`src/rtl/usb_hub_pkg.sv`:
```
// -----------------------------------------------------------------------------
// usb_hub_pkg
// Shared definitions for the hub's full-speed receive front end:
//   - line state encodings as seen on the synchronized {D+,D-} pair
//   - receive FSM state enum
//   - bit-stuffing and EOP length limits
// No ports (package).
// -----------------------------------------------------------------------------
package usb_hub_pkg;

    localparam logic [1:0] LS_SE0 = 2'b00;
    localparam logic [1:0] LS_K   = 2'b01;
    localparam logic [1:0] LS_J   = 2'b10;
    localparam logic [1:0] LS_SE1 = 2'b11;

    typedef enum logic [2:0] {
        ST_IDLE,
        ST_SYNC,
        ST_DATA,
        ST_EOP,
        ST_ERR
    } rx_state_t;

    // Consecutive decoded ones after which a stuffed zero must follow.
    localparam int MAX_ONES     = 6;
    // SE0 longer than this many bit times is a bus reset, not an EOP.
    localparam int EOP_MAX_BITS = 3;

endpackage

```
`src/rtl/usb_rx_dpll.sv`:
```
// -----------------------------------------------------------------------------
// usb_rx_dpll
// Synchronizes the raw D+/D- receiver outputs, optionally filters one-sample
// SE0 glitches, and recovers bit timing with a phase counter that re-aligns
// on every J<->K transition. Emits a one-cycle strobe at mid-bit together
// with the (filtered) line state sampled at that point.
//
// Optional feature macro: USB_RX_SE0_FILTER_EN
//   defined   : SE0 must be seen on two consecutive samples before the strobe
//               logic honors it (line_state still shows the raw value).
//   undefined : every SE0 sample is passed through.
//
// Ports:
//   hi_clock    in   oversampling clock
//   reset_n     in   active-low reset (asynchronous assert)
//   rx_plus     in   raw D+ (asynchronous)
//   rx_minus    in   raw D- (asynchronous)
//   line_state  out  synchronized {D+,D-}
//   bit_strobe  out  one-cycle mid-bit strobe
//   strobe_ls   out  filtered line state, meaningful when bit_strobe is high
// -----------------------------------------------------------------------------
module usb_rx_dpll
    import usb_hub_pkg::*;
#(
    parameter int OVERSAMPLE  = 4,
    parameter int SYNC_STAGES = 2
) (
    input  logic       hi_clock,
    input  logic       reset_n,
    input  logic       rx_plus,
    input  logic       rx_minus,
    output logic [1:0] line_state,
    output logic       bit_strobe,
    output logic [1:0] strobe_ls
);

    localparam int CW = $clog2(OVERSAMPLE);
    localparam logic [CW-1:0] CNT_MAX   = CW'(OVERSAMPLE - 1);
    localparam logic [CW-1:0] STROBE_AT = CW'(OVERSAMPLE / 2 - 1);

    logic [SYNC_STAGES-1:0] plus_sync_reg;
    logic [SYNC_STAGES-1:0] minus_sync_reg;
    logic [1:0]             raw_ls;
    logic [1:0]             eff_ls;
    logic [1:0]             last_diff_reg;
    logic [CW-1:0]          phase_reg;
    logic                   is_diff;
    logic                   level_change;

    always_ff @(posedge hi_clock or negedge reset_n) begin
        if (!reset_n) begin
            plus_sync_reg  <= '0;
            minus_sync_reg <= '0;
        end else begin
            plus_sync_reg  <= {plus_sync_reg[SYNC_STAGES-2:0], rx_plus};
            minus_sync_reg <= {minus_sync_reg[SYNC_STAGES-2:0], rx_minus};
        end
    end

    assign raw_ls     = {plus_sync_reg[SYNC_STAGES-1], minus_sync_reg[SYNC_STAGES-1]};
    assign line_state = raw_ls;

`ifdef USB_RX_SE0_FILTER_EN
    logic [1:0] prev_raw_reg;
    logic [1:0] eff_prev_reg;

    always_ff @(posedge hi_clock or negedge reset_n) begin
        if (!reset_n) begin
            prev_raw_reg <= LS_SE0;
            eff_prev_reg <= LS_SE0;
        end else begin
            prev_raw_reg <= raw_ls;
            eff_prev_reg <= eff_ls;
        end
    end

    // First SE0 sample is masked by holding the previous filtered state.
    assign eff_ls = (raw_ls == LS_SE0 && prev_raw_reg != LS_SE0) ? eff_prev_reg : raw_ls;
`else
    assign eff_ls = raw_ls;
`endif

    assign is_diff      = (eff_ls == LS_J) || (eff_ls == LS_K);
    // SE0/SE1 do not re-align the phase; only differential transitions do.
    assign level_change = is_diff && (eff_ls != last_diff_reg);

    always_ff @(posedge hi_clock or negedge reset_n) begin
        if (!reset_n) begin
            phase_reg     <= '0;
            last_diff_reg <= LS_J;
        end else begin
            if (is_diff) begin
                last_diff_reg <= eff_ls;
            end
            if (level_change || phase_reg == CNT_MAX) begin
                phase_reg <= '0;
            end else begin
                phase_reg <= phase_reg + 1'b1;
            end
        end
    end

    assign bit_strobe = (phase_reg == STROBE_AT);
    assign strobe_ls  = eff_ls;

endmodule

```
`src/rtl/usb_rx_phy.sv`:
```
// -----------------------------------------------------------------------------
// usb_rx_phy
// Full-speed USB receive front end: DPLL bit recovery (usb_rx_dpll), NRZI
// decode, SYNC detection, bit unstuffing, byte assembly and EOP detection.
// The optional SE0 glitch filter inside the DPLL is enabled by defining
// USB_RX_SE0_FILTER_EN.
//
// Ports:
//   hi_clock    in   OVERSAMPLE x bit-rate clock
//   reset_n     in   active-low reset, asynchronous assert / synchronous release
//   rx_plus     in   raw D+ receiver output
//   rx_minus    in   raw D- receiver output
//   rx_enable   in   receiver enable (low while the hub transmits)
//   line_state  out  synchronized {D+,D-}
//   rx_active   out  high from end of SYNC until EOP/error
//   rx_data     out  received byte (valid with rx_valid)
//   rx_valid    out  one-cycle strobe per byte
//   rx_error    out  one-cycle strobe on stuff violation, SE1 or misaligned EOP
// -----------------------------------------------------------------------------
module usb_rx_phy
    import usb_hub_pkg::*;
#(
    parameter int OVERSAMPLE   = 4,
    parameter int SYNC_STAGES  = 2,
    parameter int SYNC_TIMEOUT = 16
) (
    input  logic       hi_clock,
    input  logic       reset_n,
    input  logic       rx_plus,
    input  logic       rx_minus,
    input  logic       rx_enable,
    output logic [1:0] line_state,
    output logic       rx_active,
    output logic [7:0] rx_data,
    output logic       rx_valid,
    output logic       rx_error
);

    localparam int TW = $clog2(SYNC_TIMEOUT);
    localparam logic [TW-1:0] SYNC_LAST = TW'(SYNC_TIMEOUT - 1);

    logic [1:0]    rst_sync_reg;
    logic          rst_n_int;
    logic          bit_strobe;
    logic [1:0]    strobe_ls;
    logic          is_k;
    logic          is_diff;
    logic          nrzi_bit;

    rx_state_t     state_reg;
    logic          prev_k_reg;
    logic [TW-1:0] sync_cnt_reg;
    logic [2:0]    ones_cnt_reg;
    logic [2:0]    bit_cnt_reg;
    logic [1:0]    se0_cnt_reg;
    logic [7:0]    shift_reg;
    logic [7:0]    rx_data_reg;
    logic          rx_active_reg;
    logic          rx_valid_reg;
    logic          rx_error_reg;

    // Assertion reaches every flop at once; release is re-timed to hi_clock.
    always_ff @(posedge hi_clock or negedge reset_n) begin
        if (!reset_n) begin
            rst_sync_reg <= 2'b00;
        end else begin
            rst_sync_reg <= {rst_sync_reg[0], 1'b1};
        end
    end
    assign rst_n_int = rst_sync_reg[1];

    usb_rx_dpll #(
        .OVERSAMPLE  (OVERSAMPLE),
        .SYNC_STAGES (SYNC_STAGES)
    ) u_dpll (
        .hi_clock   (hi_clock),
        .reset_n    (rst_n_int),
        .rx_plus    (rx_plus),
        .rx_minus   (rx_minus),
        .line_state (line_state),
        .bit_strobe (bit_strobe),
        .strobe_ls  (strobe_ls)
    );

    assign is_k     = (strobe_ls == LS_K);
    assign is_diff  = (strobe_ls == LS_K) || (strobe_ls == LS_J);
    assign nrzi_bit = (is_k == prev_k_reg);

    always_ff @(posedge hi_clock or negedge rst_n_int) begin
        if (!rst_n_int) begin
            state_reg     <= ST_IDLE;
            prev_k_reg    <= 1'b0;
            sync_cnt_reg  <= '0;
            ones_cnt_reg  <= '0;
            bit_cnt_reg   <= '0;
            se0_cnt_reg   <= '0;
            shift_reg     <= '0;
            rx_data_reg   <= '0;
            rx_active_reg <= 1'b0;
            rx_valid_reg  <= 1'b0;
            rx_error_reg  <= 1'b0;
        end else begin
            rx_valid_reg <= 1'b0;
            rx_error_reg <= 1'b0;
            if (!rx_enable) begin
                state_reg     <= ST_IDLE;
                rx_active_reg <= 1'b0;
                bit_cnt_reg   <= '0;
                ones_cnt_reg  <= '0;
            end else if (bit_strobe) begin
                if (is_diff) begin
                    prev_k_reg <= is_k;
                end
                case (state_reg)
                    ST_IDLE: begin
                        if (is_k) begin
                            state_reg    <= ST_SYNC;
                            sync_cnt_reg <= '0;
                        end
                    end
                    ST_SYNC: begin
                        if (!is_diff) begin
                            state_reg <= ST_IDLE;
                        end else if (is_k && prev_k_reg) begin
                            state_reg     <= ST_DATA;
                            rx_active_reg <= 1'b1;
                            bit_cnt_reg   <= '0;
                            ones_cnt_reg  <= '0;
                        end else if (sync_cnt_reg == SYNC_LAST) begin
                            state_reg <= ST_IDLE;
                        end else begin
                            sync_cnt_reg <= sync_cnt_reg + 1'b1;
                        end
                    end
                    ST_DATA: begin
                        if (strobe_ls == LS_SE0) begin
                            state_reg    <= ST_EOP;
                            se0_cnt_reg  <= 2'd1;
                            rx_error_reg <= (bit_cnt_reg != 3'd0);
                        end else if (strobe_ls == LS_SE1) begin
                            state_reg     <= ST_ERR;
                            rx_error_reg  <= 1'b1;
                            rx_active_reg <= 1'b0;
                        end else if (ones_cnt_reg == 3'(MAX_ONES)) begin
                            // Stuff position: a zero is discarded, a one is illegal.
                            if (nrzi_bit) begin
                                state_reg     <= ST_ERR;
                                rx_error_reg  <= 1'b1;
                                rx_active_reg <= 1'b0;
                            end else begin
                                ones_cnt_reg <= '0;
                            end
                        end else begin
                            shift_reg    <= {nrzi_bit, shift_reg[7:1]};
                            ones_cnt_reg <= nrzi_bit ? ones_cnt_reg + 1'b1 : 3'd0;
                            bit_cnt_reg  <= bit_cnt_reg + 1'b1;
                            if (bit_cnt_reg == 3'd7) begin
                                rx_data_reg  <= {nrzi_bit, shift_reg[7:1]};
                                rx_valid_reg <= 1'b1;
                            end
                        end
                    end
                    ST_EOP: begin
                        if (strobe_ls == LS_SE0) begin
                            if (se0_cnt_reg == 2'(EOP_MAX_BITS)) begin
                                state_reg     <= ST_IDLE;
                                rx_active_reg <= 1'b0;
                            end else begin
                                se0_cnt_reg <= se0_cnt_reg + 1'b1;
                            end
                        end else begin
                            state_reg     <= ST_IDLE;
                            rx_active_reg <= 1'b0;
                        end
                    end
                    ST_ERR: begin
                        rx_active_reg <= 1'b0;
                        if (strobe_ls == LS_J) begin
                            state_reg <= ST_IDLE;
                        end
                    end
                    default: begin
                        state_reg     <= ST_IDLE;
                        rx_active_reg <= 1'b0;
                    end
                endcase
            end
        end
    end

    assign rx_active = rx_active_reg;
    assign rx_data   = rx_data_reg;
    assign rx_valid  = rx_valid_reg;
    assign rx_error  = rx_error_reg;

endmodule
```
`config.mk`:
```
export PLATFORM = sky130hd
export DESIGN_NAME = usb_rx_phy
export DESIGN_NICKNAME = d
export VERILOG_FILES = /design/src/rtl/usb_hub_pkg.sv /design/src/rtl/usb_rx_dpll.sv /design/src/rtl/usb_rx_phy.sv
export SDC_FILE = /design/constraint.sdc
export NUM_CORES = 1
export LEC_CHECK = 0
export ABC_AREA = 0
export CORE_ASPECT_RATIO = 1.75
export CORE_MARGIN = 2
export CORE_UTILIZATION = 40
export CTS_CLUSTER_SIZE = 14
export DETAILED_ROUTE_END_ITERATION = 10
export SLEW_MARGIN = 25
export SYNTH_ARGS = -nofsm -noshare
export SYNTH_HDL_FRONTEND = slang
export SYNTH_SLANG_ARGS = --single-unit
```
`constraint.sdc`:
```
create_clock -name hi_clock -period 3.73 [get_ports hi_clock]
set_input_delay 0.746 -clock hi_clock [delete_from_list [all_inputs] [get_ports hi_clock]]
set_output_delay 0.746 -clock hi_clock [all_outputs]
set_load 0.01 [all_outputs]
```
==> results of run 1 <==
## cell usage after synthesis (4+ instances only)
cell type / count
o21ai_0: 13
mux2_2: 9
ha_1: 16
a21oi_1: 4
nand2_1: 37
nand3_1: 7
a211oi_1: 4
nor2_1: 9
dfrtp_1: 43
inv_1: 12
buf_2: 4
## area by class of cell
type	count	area share, %
tap	76	3.61
inverter	13	1.85
sequential	44	42.0
multi-input combinational	152	41.4
timing repair buffer	17	6.47
clock inverter	2	1.47
clock buffer	6	3.14
## routing by layer
layer | global-route usage, % | part of all wire [%]
met5 | 0 | 0
met4 | 7.14 | 2.6
met3 | 2.99 | 3.0
met2 | 26.1 | 53
met1 | 18.5 | 41
## power by group through the flow
stage               combinational (µW)  sequential (µW)  clock, µW
floorplan                          142              540          0
detailed placement                 179              554          0
finish                             178              543        390
global route                       197              550        416
global placement                   176              553          0
CTS                                179              544        402
## stage by stage
stage	setup WS (ns)	cells	util (%)
floorplan	1.53	219	-
global placement	0.828	302	44.9
detailed placement	0.793	302	44.9
CTS	1.11	310	47.1
global route	1.01	310	47.1
finish	1.09	310	47.1
## how the worst max path moves through the flow
stage | endpoint | slack [ns] | cells past startpoint
6_report | ones_cnt_reg[1] | 1.09 | 5
5_1_grt | bit_cnt_reg[1] | 1.01 | 6
4_1_cts | ones_cnt_reg[1] | 1.11 | 5
3_5_place_dp | ones_cnt_reg[1] | 0.79 | 5
3_3_place_gp | ones_cnt_reg[1] | 0.83 | 5
2_1_floorplan | ones_cnt_reg[1] | 1.53 | 7
## critical path, cell delays in order
cell	delay [ns]
clkdlybuf4s50_1	0.78
or4bb_4	0.63
o22ai_2	0.25
a211oi_4	0.10
mux2_4	0.32
## kinds of logic (layout without fill, tap and decap cells)
family          Yosys count  count (layout)  synth area share, %
xor+xnor                  4               4                 1.52
flops                    44              44                 47.9
other cells               1               1                0.163
compound gates           42              42                 13.3
buf+inv                  23              38                 4.78
mux                      13              13                 6.36
fa+ha+maj                16              16                 8.70
simple gates             76              76                 17.3
==> flow_metrics.py, run 1 <==
metrics = {
    "floorplanning": {
        "die_y_um": 104,
        "die_w_um": 61.4,
        "io_pins": 18,
        "rows": 36,
        "core_um2": 5590,
        "start_util_pct": 41.2,
        "dieArea_um2": 6400,
    },
    "synthesis": {
        "synth_edf_count": 0,
        "avgSynthCellArea_um2": 10.5,
        "ys_ff_latch": 44,
        "async_flop_share_pct": 100,
        "synth_cell_types": 54,
        "synth_top_area_cell": "dfrtp_1",
        "syn-instance-count": 219,
        "yosysSeqAreaShare_pct": 47.9,
        "yosys_warnings": 0,
        "synth_nets": 240,
        "synth_ff_type": "dfrtp_1",
        "yosys-top-cells-area": "dfrtp_1 (47%), ha_1 (8.7%), nand2_1 (6.0%)",
        "synth_top_cell_area_share_pct": 46.7,
        "syn-cell-area_um2": 2300,
    },
    "timing": {
        "hold_viol": 0,
        "fin_skew_ns": 0.0104,
        "maxSlewHeadroom_pct": 64.2,
        "grt_setup_unrepaired": "no",
        "tns_ns": 0,
        "period_share_pct": 70.9,
        "finalMaxSlewViolations": 0,
        "tightest_slew_ns": 0.534,
        "fmax_ghz": 0.378,
        "min_period_ns": 2.64,
        "setup_violations": 0,
        "hold_ws_ns": 0.316,
    },
    "routing": {
        "ant_nets": 0,
        "finalWirelength_um": 4460,
        "viasPerCell": 5.15,
        "wl_per_cell_um": 14.4,
        "drt_iter0_drc": 44,
        "drc": 0,
        "vias": 1598,
        "drt_pass1_iterations": 4,
    },
    "pwr": {
        "power.share.switching_pct": 27.8,
        "power_density_nw_per_um2": 422,
        "vdd_drop_max_uv": 256,
        "power.total_uw": 1110,
        "p_clk_share_pct": 35.1,
        "combPwrFrac_pct": 16.0,
        "p_int_uw": 802,
        "p_sw_uw": 309,
        "p_seq_share_pct": 48.9,
        "power.leakage_uw": 0.00120,
    },
    "flow_run": {
        "maxCapViolCount": 0,
    },
    "placement": {
        "gp_congestion": 0.843,
        "port_buffers": 17,
        "placedInstanceArea_um2": 2510,
        "hpwl_um": 3240,
    },
    "global_routing": {
        "grt_pass1_vias": 1606,
        "grt_start_max_net_pins": 43,
        "grt.total_usage_pct": 15.6,
        "antenna_found_initial": 0,
        "gr-total-overflow": 0,
        "grt_pass1_wl_um": 7590,
    },
    "critical_path": {
        "r2r-start": "u_dpll.minus_sync_reg[1]",
        "path_class": "input pin to flip-flop",
        "crit_path_end_kind": "flip-flop",
        "reg2reg_setup_slack_ns": 1.29,
        "arrival_ns": 2.83,
        "crit_path_max_fanout": 11,
        "r2r_cells": 6,
        "crit_path_start": "rx_enable",
        "rr_endpoint": "ones_cnt_reg[1]",
        "required_ns": 3.91,
        "crit_path_start_kind": "input pin",
    },
    "clocking": {
        "cts_resized": 0,
        "clk_pin_slew_worst_paths_ns": 0.09,
        "clkSinkCount": 44,
        "clockBufferDepth": 2,
        "cts-root-buf": "clkbuf_8",
        "numCtsBuffers": 5,
        "postCtsSetupRepairBufs": 0,
        "htreeDepth": 2,
        "cts_tree": "yes",
        "hold_buffers": 0,
        "worstSkewPairLatency_ns": 0.30,
    },
    "layout": {
        "areaGrowthSynthToFinish_pct": 14.3,
        "final_common_cell": "dfrtp_1",
        "largest_reg_flops": 8,
        "drive_gt1_share_pct": 12.8,
        "n_antenna_cell": 0,
        "final_cell_mix": "dfrtp_1 (42), nand2_1 (37), clkdlybuf4s50_1 (17), ha_1 (16), o21ai_0 (13)",
        "multi_input_area_um2": 1090,
        "fill_cells": 583,
        "area.sequential_um2": 1110,
        "fin_nets": 254,
        "fin_area_um2": 2630,
    },
    "outcome": {
        "status": "complete, no violations",
    },
    "hold_path": {
        "hold_class": "flip-flop to asynchronous set/reset pin",
    },
}
(Power assumes the default switching activity.)
==> run 2, diff against run 1 <==
==> constraint.sdc (replaced) <==
create_clock -name hi_clock -period 2.4 [get_ports hi_clock]
set_input_delay 0.48 -clock hi_clock [delete_from_list [all_inputs] [get_ports hi_clock]]
set_output_delay 0.48 -clock hi_clock [all_outputs]
set_load 0.01 [all_outputs]
==> run 2 against run 1 <==
  * Sequential share of layout area decreased by 0.87 points
  * Combinational power increased by 73%
  * Worst setup slack got worse by 0.95 ns
  * Routed wire length increased by 2.9%
  * Sequential power increased by 55%
  * Critical path depth increased by 1
  * Cell count increased by 3.9%
  * Critical path type is now flip-flop to flip-flop
  * First-iteration DRC count decreased by 39%
  * Utilization increased by 1.1 points
==> flow_metrics.py, run 2 (synthesis gave the netlist of run 1 again) <==
metrics = {
    "outcome": {
        "status": "complete, no violations",
    },
    "clocking": {
        "numCtsBuffers": 5,
        "clk_pin_slew_worst_paths_ns": 0.09,
        "clkSinkCount": 44,
        "worstSkewPairLatency_ns": 0.30,
        "cts-root-buf": "clkbuf_8",
        "clockBufferDepth": 2,
        "cts_tree": "yes",
        "htreeDepth": 2,
    },
    "critical_path": {
        "path_class": "flip-flop to flip-flop",
        "reg2reg_setup_slack_ns": 0.14,
        "r2r-start": "u_dpll.plus_sync_reg[1]",
        "crit_path_start_kind": "flip-flop",
        "path_cells": "inv_1 -> ha_1 -> xnor2_1 -> a311o_1 -> a211oi_4 -> mux2_4",
        "arrival_ns": 2.44,
        "critPathTopFamily": "compound AO/OA/AOI/OAI gates",
        "required_ns": 2.58,
        "cp_slowest_cell": "dfrtp_1",
        "max_stage_delay_ns": 0.45,
        "crit_path_max_fanout": 6,
        "crit_path_end_kind": "flip-flop",
        "rr_endpoint": "ones_cnt_reg[1]",
        "crit_buf_inv": 1,
        "r2r_cells": 6,
    },
    "floorplanning": {
        "core_um2": 5590,
        "io_pins": 18,
        "rows": 36,
        "die_w_um": 61.4,
        "die_y_um": 104,
        "dieArea_um2": 6400,
        "start_util_pct": 41.2,
    },
    "routing": {
        "viasPerCell": 5.08,
        "drt_iter0_drc": 27,
        "wl_per_cell_um": 14.2,
        "drt_pass1_iterations": 4,
        "finalWirelength_um": 4580,
        "ant_nets": 0,
        "vias": 1636,
        "drc": 0,
    },
    "layout": {
        "fill_cells": 549,
        "fin_nets": 266,
        "area.sequential_um2": 1110,
        "areaGrowthSynthToFinish_pct": 16.8,
        "final_common_cell": "dfrtp_1",
        "largest_reg_flops": 8,
        "drive_gt1_share_pct": 17.1,
        "n_antenna_cell": 0,
        "fin_area_um2": 2690,
        "multi_input_area_um2": 1090,
        "final_cell_mix": "dfrtp_1 (41), nand2_1 (37), clkdlybuf4s50_1 (17), ha_1 (16), o21ai_0 (13)",
    },
    "timing": {
        "grt_setup_unrepaired": "no",
        "tns_ns": 0,
        "fmax_ghz": 0.442,
        "maxSlewHeadroom_pct": 64.5,
        "fin_skew_ns": 0.00734,
        "period_share_pct": 94.2,
        "hold_viol": 0,
        "tightest_slew_ns": 0.533,
        "setup_violations": 0,
        "min_period_ns": 2.26,
        "finalMaxSlewViolations": 0,
    },
    "global_routing": {
        "grt_start_max_net_pins": 43,
        "grt_pass1_vias": 1728,
        "grt.total_usage_pct": 16.1,
        "grt_use_met1_pct": 19.5,
        "gr-total-overflow": 0,
        "met2_usage_pct": 26.7,
        "grt_pass1_wl_um": 7970,
        "antenna_found_initial": 0,
        "met3_usage_pct": 2.99,
        "busiest_layer": "met2",
    },
    "placement": {
        "port_buffers": 17,
        "placedInstanceArea_um2": 2600,
        "gp_congestion": 0.841,
        "hpwl_um": 3390,
    },
    "flow_run": {
        "maxCapViolCount": 0,
    },
    "hold_path": {
        "hold_class": "flip-flop to asynchronous set/reset pin",
    },
    "pwr": {
        "vdd_drop_max_uv": 271,
        "power.leakage_uw": 0.00124,
        "power_density_nw_per_um2": 602,
    },
}
==> run 2: cell count changes in the layout (fill, tap and decap cells not counted) <==
| cell | before | now |
|---|---|---|
| buf_4 | 0 | 12 |
| dfrtp_1 | 42 | 41 |
| dfrtp_2 | 0 | 1 |
| clkinvlp_4 | 0 | 1 |
| clkbuf_8 | 6 | 5 |
| clkbuf_1 | 0 | 1 |
| bufinv_16 | 1 | 0 |
==> run 2: power breakdown <==
group	total, µW	leakage, µW	internal, µW	switching [µW]
logic	308	0.000611	141	167
registers	840	0.000584	788	52.7
clock network	472	0.0000414	207	265
==> run 2: through the flow <==
stage          cells  power, µW  setup WS [ns]  utilization, %  hold WS [ns]
2_1_floorplan    219       1060          0.196               -         0.184
3_3_place_gp     314       1160         0.0444            46.5         0.334
3_5_place_dp     314       1170         0.0291            46.5         0.335
4_1_cts          322       1640          0.121            48.1         0.324
5_1_grt          322       1710         0.0484            48.2         0.338
6_report         322       1620          0.140            48.2         0.309
==> run 2: repair_timing <==
item	CTS	global route
hold buffers	0	0
gates resized for setup	0	1
endpoints found under the setup margin	0	4
setup buffers	0	0
==> run 2: how the worst max path moves through the flow <==
stage,from,to,slack [ns],cells past startpoint
floorplan,u_dpll.minus_sync_reg[1],ones_cnt_reg[1],0.20,7
global placement,rx_enable,ones_cnt_reg[1],0.04,5
detailed placement,rx_enable,bit_cnt_reg[1],0.03,6
CTS,u_dpll.minus_sync_reg[1],bit_cnt_reg[2],0.12,7
global route,u_dpll.plus_sync_reg[1],bit_cnt_reg[1],0.05,7
finish,u_dpll.plus_sync_reg[1],ones_cnt_reg[1],0.14,6
==> run 2: layout make-up <==
class | count | area share (%)
clock inverters | 2 | 0.605
inverters | 13 | 1.81
multi-input cells | 152 | 40.5
repair buffers | 29 | 9.67
flip-flops and latches | 44 | 41.2
clock buffers | 6 | 2.70
well taps | 76 | 3.53
==> run 2: worst register-to-register path: cells and delay by family, from the launching register on <==
family	cells	cell delay, ns
AOI/OAI and AO/OA	2	0.75
muxes	1	0.33
adders and majority gates	1	0.31
buffers and inverters	1	0.15
DFF	1	0.45
xor gates and xnor gates	1	0.17
==> run 2: per-layer routing <==
layer	vias up	part of all wire [%]
li1	813	-
met1	785	42
met2	27	52
met3	11	2.6
met4	0	2.9
met5	-	0
==> run 3, diff against run 2 <==
--- a/config.mk
+++ b/config.mk
@@ -11,6 +11,7 @@
 export CORE_UTILIZATION = 40
 export CTS_CLUSTER_SIZE = 14
 export DETAILED_ROUTE_END_ITERATION = 10
+export HOLD_SLACK_MARGIN = 0.03
 export SLEW_MARGIN = 25
 export SYNTH_ARGS = -nofsm -noshare
 export SYNTH_HDL_FRONTEND = slang
==> results of run 3 <==
No change in the layout: final DEF, timing and power equal those of run 2.
